$ cat src/rtl/dm_arbiter.sv
// Two-port (A=CPU, B=loader) arbiter onto a single 1024x32 data memory; DM_ARBITER_RR_EN selects round-robin, else A has fixed priority.
// Grant is combinational, one command/cycle through stage S1; reads return 2 cycles after grant, requesters wait on gnt.
module dm_arbiter (
  input  logic        clk,
  input  logic        reset,
  input  logic        a_req,
  input  logic        b_req,
  input  logic        a_we,
  input  logic        b_we,
  input  logic [31:0] a_addr,
  input  logic [31:0] b_addr,
  input  logic [31:0] a_wd,
  input  logic [31:0] b_wd,
  output logic        a_gnt,
  output logic        b_gnt,
  output logic        a_rvalid,
  output logic        b_rvalid,
  output logic [31:0] a_rd,
  output logic [31:0] b_rd,
  output logic        mem_we,
  output logic [31:0] mem_addr,
  output logic [31:0] mem_wd,
  input  logic [31:0] mem_rd,
  output logic        busy
);

  logic        s1_valid;
  logic        s1_port;   // 1 = command belongs to B
  logic        s1_we;
  logic [31:0] s1_addr;
  logic [31:0] s1_wd;

`ifdef DM_ARBITER_RR_EN
  logic last_b;

  always_comb begin
    a_gnt = 1'b0;
    b_gnt = 1'b0;
    if (reset) begin
      if (a_req && b_req) begin
        a_gnt = last_b;
        b_gnt = !last_b;
      end else begin
        a_gnt = a_req;
        b_gnt = b_req;
      end
    end
  end

  // Pointer starts as "B last served" so A wins the first tie out of reset.
  always_ff @(posedge clk) begin
    if (!reset)
      last_b <= 1'b1;
    else if (a_gnt || b_gnt)
      last_b <= b_gnt;
  end
`else
  assign a_gnt = reset & a_req;
  assign b_gnt = reset & b_req & ~a_req;
`endif

  always_ff @(posedge clk) begin
    if (!reset) begin
      s1_valid <= 1'b0;
      s1_port  <= 1'b0;
      s1_we    <= 1'b0;
      s1_addr  <= 32'd0;
      s1_wd    <= 32'd0;
    end else begin
      s1_valid <= a_gnt | b_gnt;
      if (a_gnt) begin
        s1_port <= 1'b0;
        s1_we   <= a_we;
        s1_addr <= a_addr;
        s1_wd   <= a_wd;
      end else if (b_gnt) begin
        s1_port <= 1'b1;
        s1_we   <= b_we;
        s1_addr <= b_addr;
        s1_wd   <= b_wd;
      end
    end
  end

  always_ff @(posedge clk) begin
    if (!reset) begin
      a_rvalid <= 1'b0;
      b_rvalid <= 1'b0;
      a_rd     <= 32'd0;
      b_rd     <= 32'd0;
    end else begin
      a_rvalid <= s1_valid & ~s1_we & ~s1_port;
      b_rvalid <= s1_valid & ~s1_we & s1_port;
      if (s1_valid && !s1_we && !s1_port)
        a_rd <= mem_rd;
      if (s1_valid && !s1_we && s1_port)
        b_rd <= mem_rd;
    end
  end

  // Gating with reset drops a write still sitting in S1 when reset lands.
  assign mem_we   = s1_valid & s1_we & reset;
  assign mem_addr = s1_valid ? s1_addr : 32'd0;
  assign mem_wd   = s1_valid ? s1_wd : 32'd0;
  assign busy     = s1_valid;

endmodule

$ cat config.mk
export PLATFORM = sky130hd
export DESIGN_NAME = dm_arbiter
export DESIGN_NICKNAME = d
export VERILOG_FILES = /design/src/rtl/dm_arbiter.sv
export SDC_FILE = /design/constraint.sdc
export NUM_CORES = 1
export LEC_CHECK = 0
export BUFFER_PORTS_ARGS = -buffer_cell sky130_fd_sc_hd__buf_4
export CAP_MARGIN = 20
export CORE_MARGIN = 2
export CORE_UTILIZATION = 50
export DETAILED_ROUTE_END_ITERATION = 6
export MAX_ROUTING_LAYER = met4
export PLACE_DENSITY = 0.87
export SLEW_MARGIN = 20
export SYNTH_ARGS = -nofsm -noshare
export SYNTH_HDL_FRONTEND = slang
export SYNTH_SLANG_ARGS = --single-unit
$ cat constraint.sdc
create_clock -name clk -period 2.7 [get_ports clk]
set_clock_uncertainty 0.15 [all_clocks]
set_input_delay 0.54 -clock clk [delete_from_list [all_inputs] [get_ports clk]]
set_output_delay 0.54 -clock clk [all_outputs]
set_load 0.05 [all_outputs]
==> summary.txt <==
status -> completed
Worst VDD drop -> 0.331 mV
Rows -> 40
CTS tree -> yes
reg2reg path depth -> 3
Sequential cell area -> 2660 µm²
max cap viols -> 0
register area share after synthesis -> 42.5%
FMAX -> 460 MHz
Reg2Reg Setup Slack -> 1.03 ns
clock slew at reported path FFs -> 0.06 ns
Critical Path Start Type -> flip-flop
First-pass DRT Iterations -> 4
Mapped Nets -> 785
Slowest-stage cell, CP -> dfxtp_2
Hold Vio Cnt, Final -> 0
IO Port Bufs -> 299
Critical Path Max Stage Delay -> 0.38 ns
PwrDens -> 611 nW/µm²
cell depth of the worst setup path -> 3
pin count of the biggest net entering global routing -> 100
Synth Register Bits -> 133
gr usage total -> 26.9%
RR Endpoint -> b_rd[25]$_SDFFE_PN0P_
Multi-input gate area -> 3330 µm²
crit path buf inv count -> 2
fin nets -> 1055
Req. time, crit path -> 2.01 ns
Resize count post-CTS -> 0
Final min period -> 2.17 ns
Synth-to-Final Area Change -> 46.7%
most frequent cells in the layout -> buf_4 (303), dfxtp_1 (132), nand2_1 (96)
grt total ovfl -> 0
vias per std cell -> 5.11
H-Tree Depth -> 4
Max transition margin -> 59.6%
die area -> 13500 µm²
Initial Util -> 51.8%
Die Ht -> 116 µm
Clock Latency Late Sink -> 0.41 ns
first-pass GRT wire length -> 27000 µm
crit path kind -> flip-flop to output port
Post CTS Setup Buffer Count -> 0
reg-to-reg critical path startpoint -> s1_we$_SDFFE_PN0P_
Worst-Margin Slew -> 0.604 ns
CP cell instances -> buf_12 > and2_1 > buf_4
Cell Area, Synth -> 6270 µm²
CTS Buf Count -> 17
fin crit share -> 80.5%
initial antenna violation count -> 0
CP startpoint -> busy$_SDFF_PN0_
critical path peak fanout -> 65
DPL Wire Length -> 12900 µm
vias post-DR -> 5463
Detailed Route Iter0 Violations -> 361
met1 WL -> 6760 µm
Synth area leader -> dfxtp_1
drt drc -> 0
Arr. time, crit path -> 1.48 ns
Max Slew Vio Count -> 0
I/O pin cnt -> 300
CORE AREA -> 12100 µm²
Min-Delay Path Class -> input port to flip-flop
layout cell share with drive strength beyond 1 -> 45.0%
clock sinks -> 133
Synth top area share -> 42.5%
Mapped Cells -> 619
routability cong. -> 0.838
largest cells by area after synthesis -> dfxtp_1 (42%), o211a_1 (10%), mux2i_1 (10%)
Clock Path Buffers -> 2
Place WS -> 0.673 ns
vias in the first global route -> 5557
Post-CTS Hold Fix Bufs -> 0
highest routing layer actually used -> met4
WL/cell -> 16.7 µm
CP endpoint kind -> output port
diode count -> 0
most common cell after layout, fill and taps aside -> buf_4
post-layout util -> 76.0%
setup ws final -> 0.528 ns
ANT nets after route -> 0
die span in x -> 116 µm
layout filler cell count -> 835
Root Driver -> clkbuf_16
Post-Route WL -> 17900 µm
DR WL met3 -> 1390 µm
setup TNS -> 0 ns
Critical Path Sink -> mem_wd[30]
Routed met2 length -> 9090 µm
unrepaired setup endpoints after global routing -> no
Crit path max-delay family -> buffers and inverters
Yosys Warn Count -> 0
synth unique cells -> 21
Syn Area/Cell -> 10.1 µm²
P_leak -> 4.93 nW
setup violators final -> 0
## worst min-delay path by stage
stage	from	endpoint	slack, ns	cells past startpoint
floorplan	s1_port$_SDFFE_PP0P_	a_rvalid$_SDFF_PN0_	0.31	1
global placement	a_rd[28]$_SDFFE_PN0P_	a_rd[28]$_SDFFE_PN0P_	0.29	2
detailed placement	a_rd[3]$_SDFFE_PN0P_	a_rd[3]$_SDFFE_PN0P_	0.30	2
CTS	mem_rd[21]	b_rd[21]$_SDFFE_PN0P_	0.23	3
global route	mem_rd[29]	b_rd[29]$_SDFFE_PN0P_	0.25	3
finish	mem_rd[21]	b_rd[21]$_SDFFE_PN0P_	0.26	3
## flip-flops by register name, summed over array words and instances, names as in the netlist
| register | flops |
|---|---|
| a_rvalid | 1 |
| busy | 1 |
| a_rd | 32 |
| s1_wd | 32 |
| s1_port | 1 |
| s1_we | 1 |
| b_rd | 32 |
| s1_addr | 32 |
| b_rvalid | 1 |
## metal layers
metal | up-vias | track usage [%]
met1 | 2526 | 26.8
li1 | 2650 | -
met2 | 238 | 46.7
met5 | - | -
met4 | 0 | 14.0
met3 | 49 | 8.68
## per-stage QoR
stage | hold slack, ns | instances | instance area [µm²] | power (W)
2_1_floorplan | 0.310 | 619 | 6270 | 0.00287
4_1_cts | 0.235 | 1070 | 9200 | 0.00566
3_3_place_gp | 0.295 | 1038 | 8580 | 0.00324
3_5_place_dp | 0.297 | 1038 | 8580 | 0.00328
5_1_grt | 0.250 | 1070 | 9200 | 0.00582
6_report | 0.256 | 1070 | 9200 | 0.00562
## Yosys cell counts
cell        n
and4b_1     1
mux2_2     48
nand3b_1    1
dfxtp_1   133
o21a_1      1
and3_1      1
and2_1     65
mux2_4     17
buf_6       4
nand2b_1   65
nor3b_1     2
buf_2      19
mux2i_1    64
nor4bb_1    1
nand2_1    96
buf_1       6
clkbuf_1   25
o211a_1    65
nor2_1      1
buf_4       3
and3b_1     1
## power breakdown
group,internal [W],switching (W),total (W)
registers,0.00208,0.0000617,0.00214
clock network,0.00153,0.000851,0.00238
logic,0.000498,0.000599,0.00110
total,0.00411,0.00151,0.00562
## tightest hold or removal path: stages
cell     delay, ns
buf_4         0.07
nand2_1       0.05
mux2i_1       0.11
## cell type report
class	instances	area share, %
repair buffers	308	25.8
flip-flops and latches	133	29.0
multi-input cells	429	36.2
clock buffers	21	5.11
well taps	168	2.28
clock inverters	11	1.60
## logic make-up (layout without fill, tap and decap cells)
family	count (synthesis)	count (layout)	synth area share, %
AND/OR/NAND/NOR	234	234	19.7
flip-flops	133	133	42.5
multiplexers	129	129	22.9
AO/OA/AOI/OAI	66	66	10.5
buffers and inverters	57	340	4.45
(Power assumes the default switching activity.)
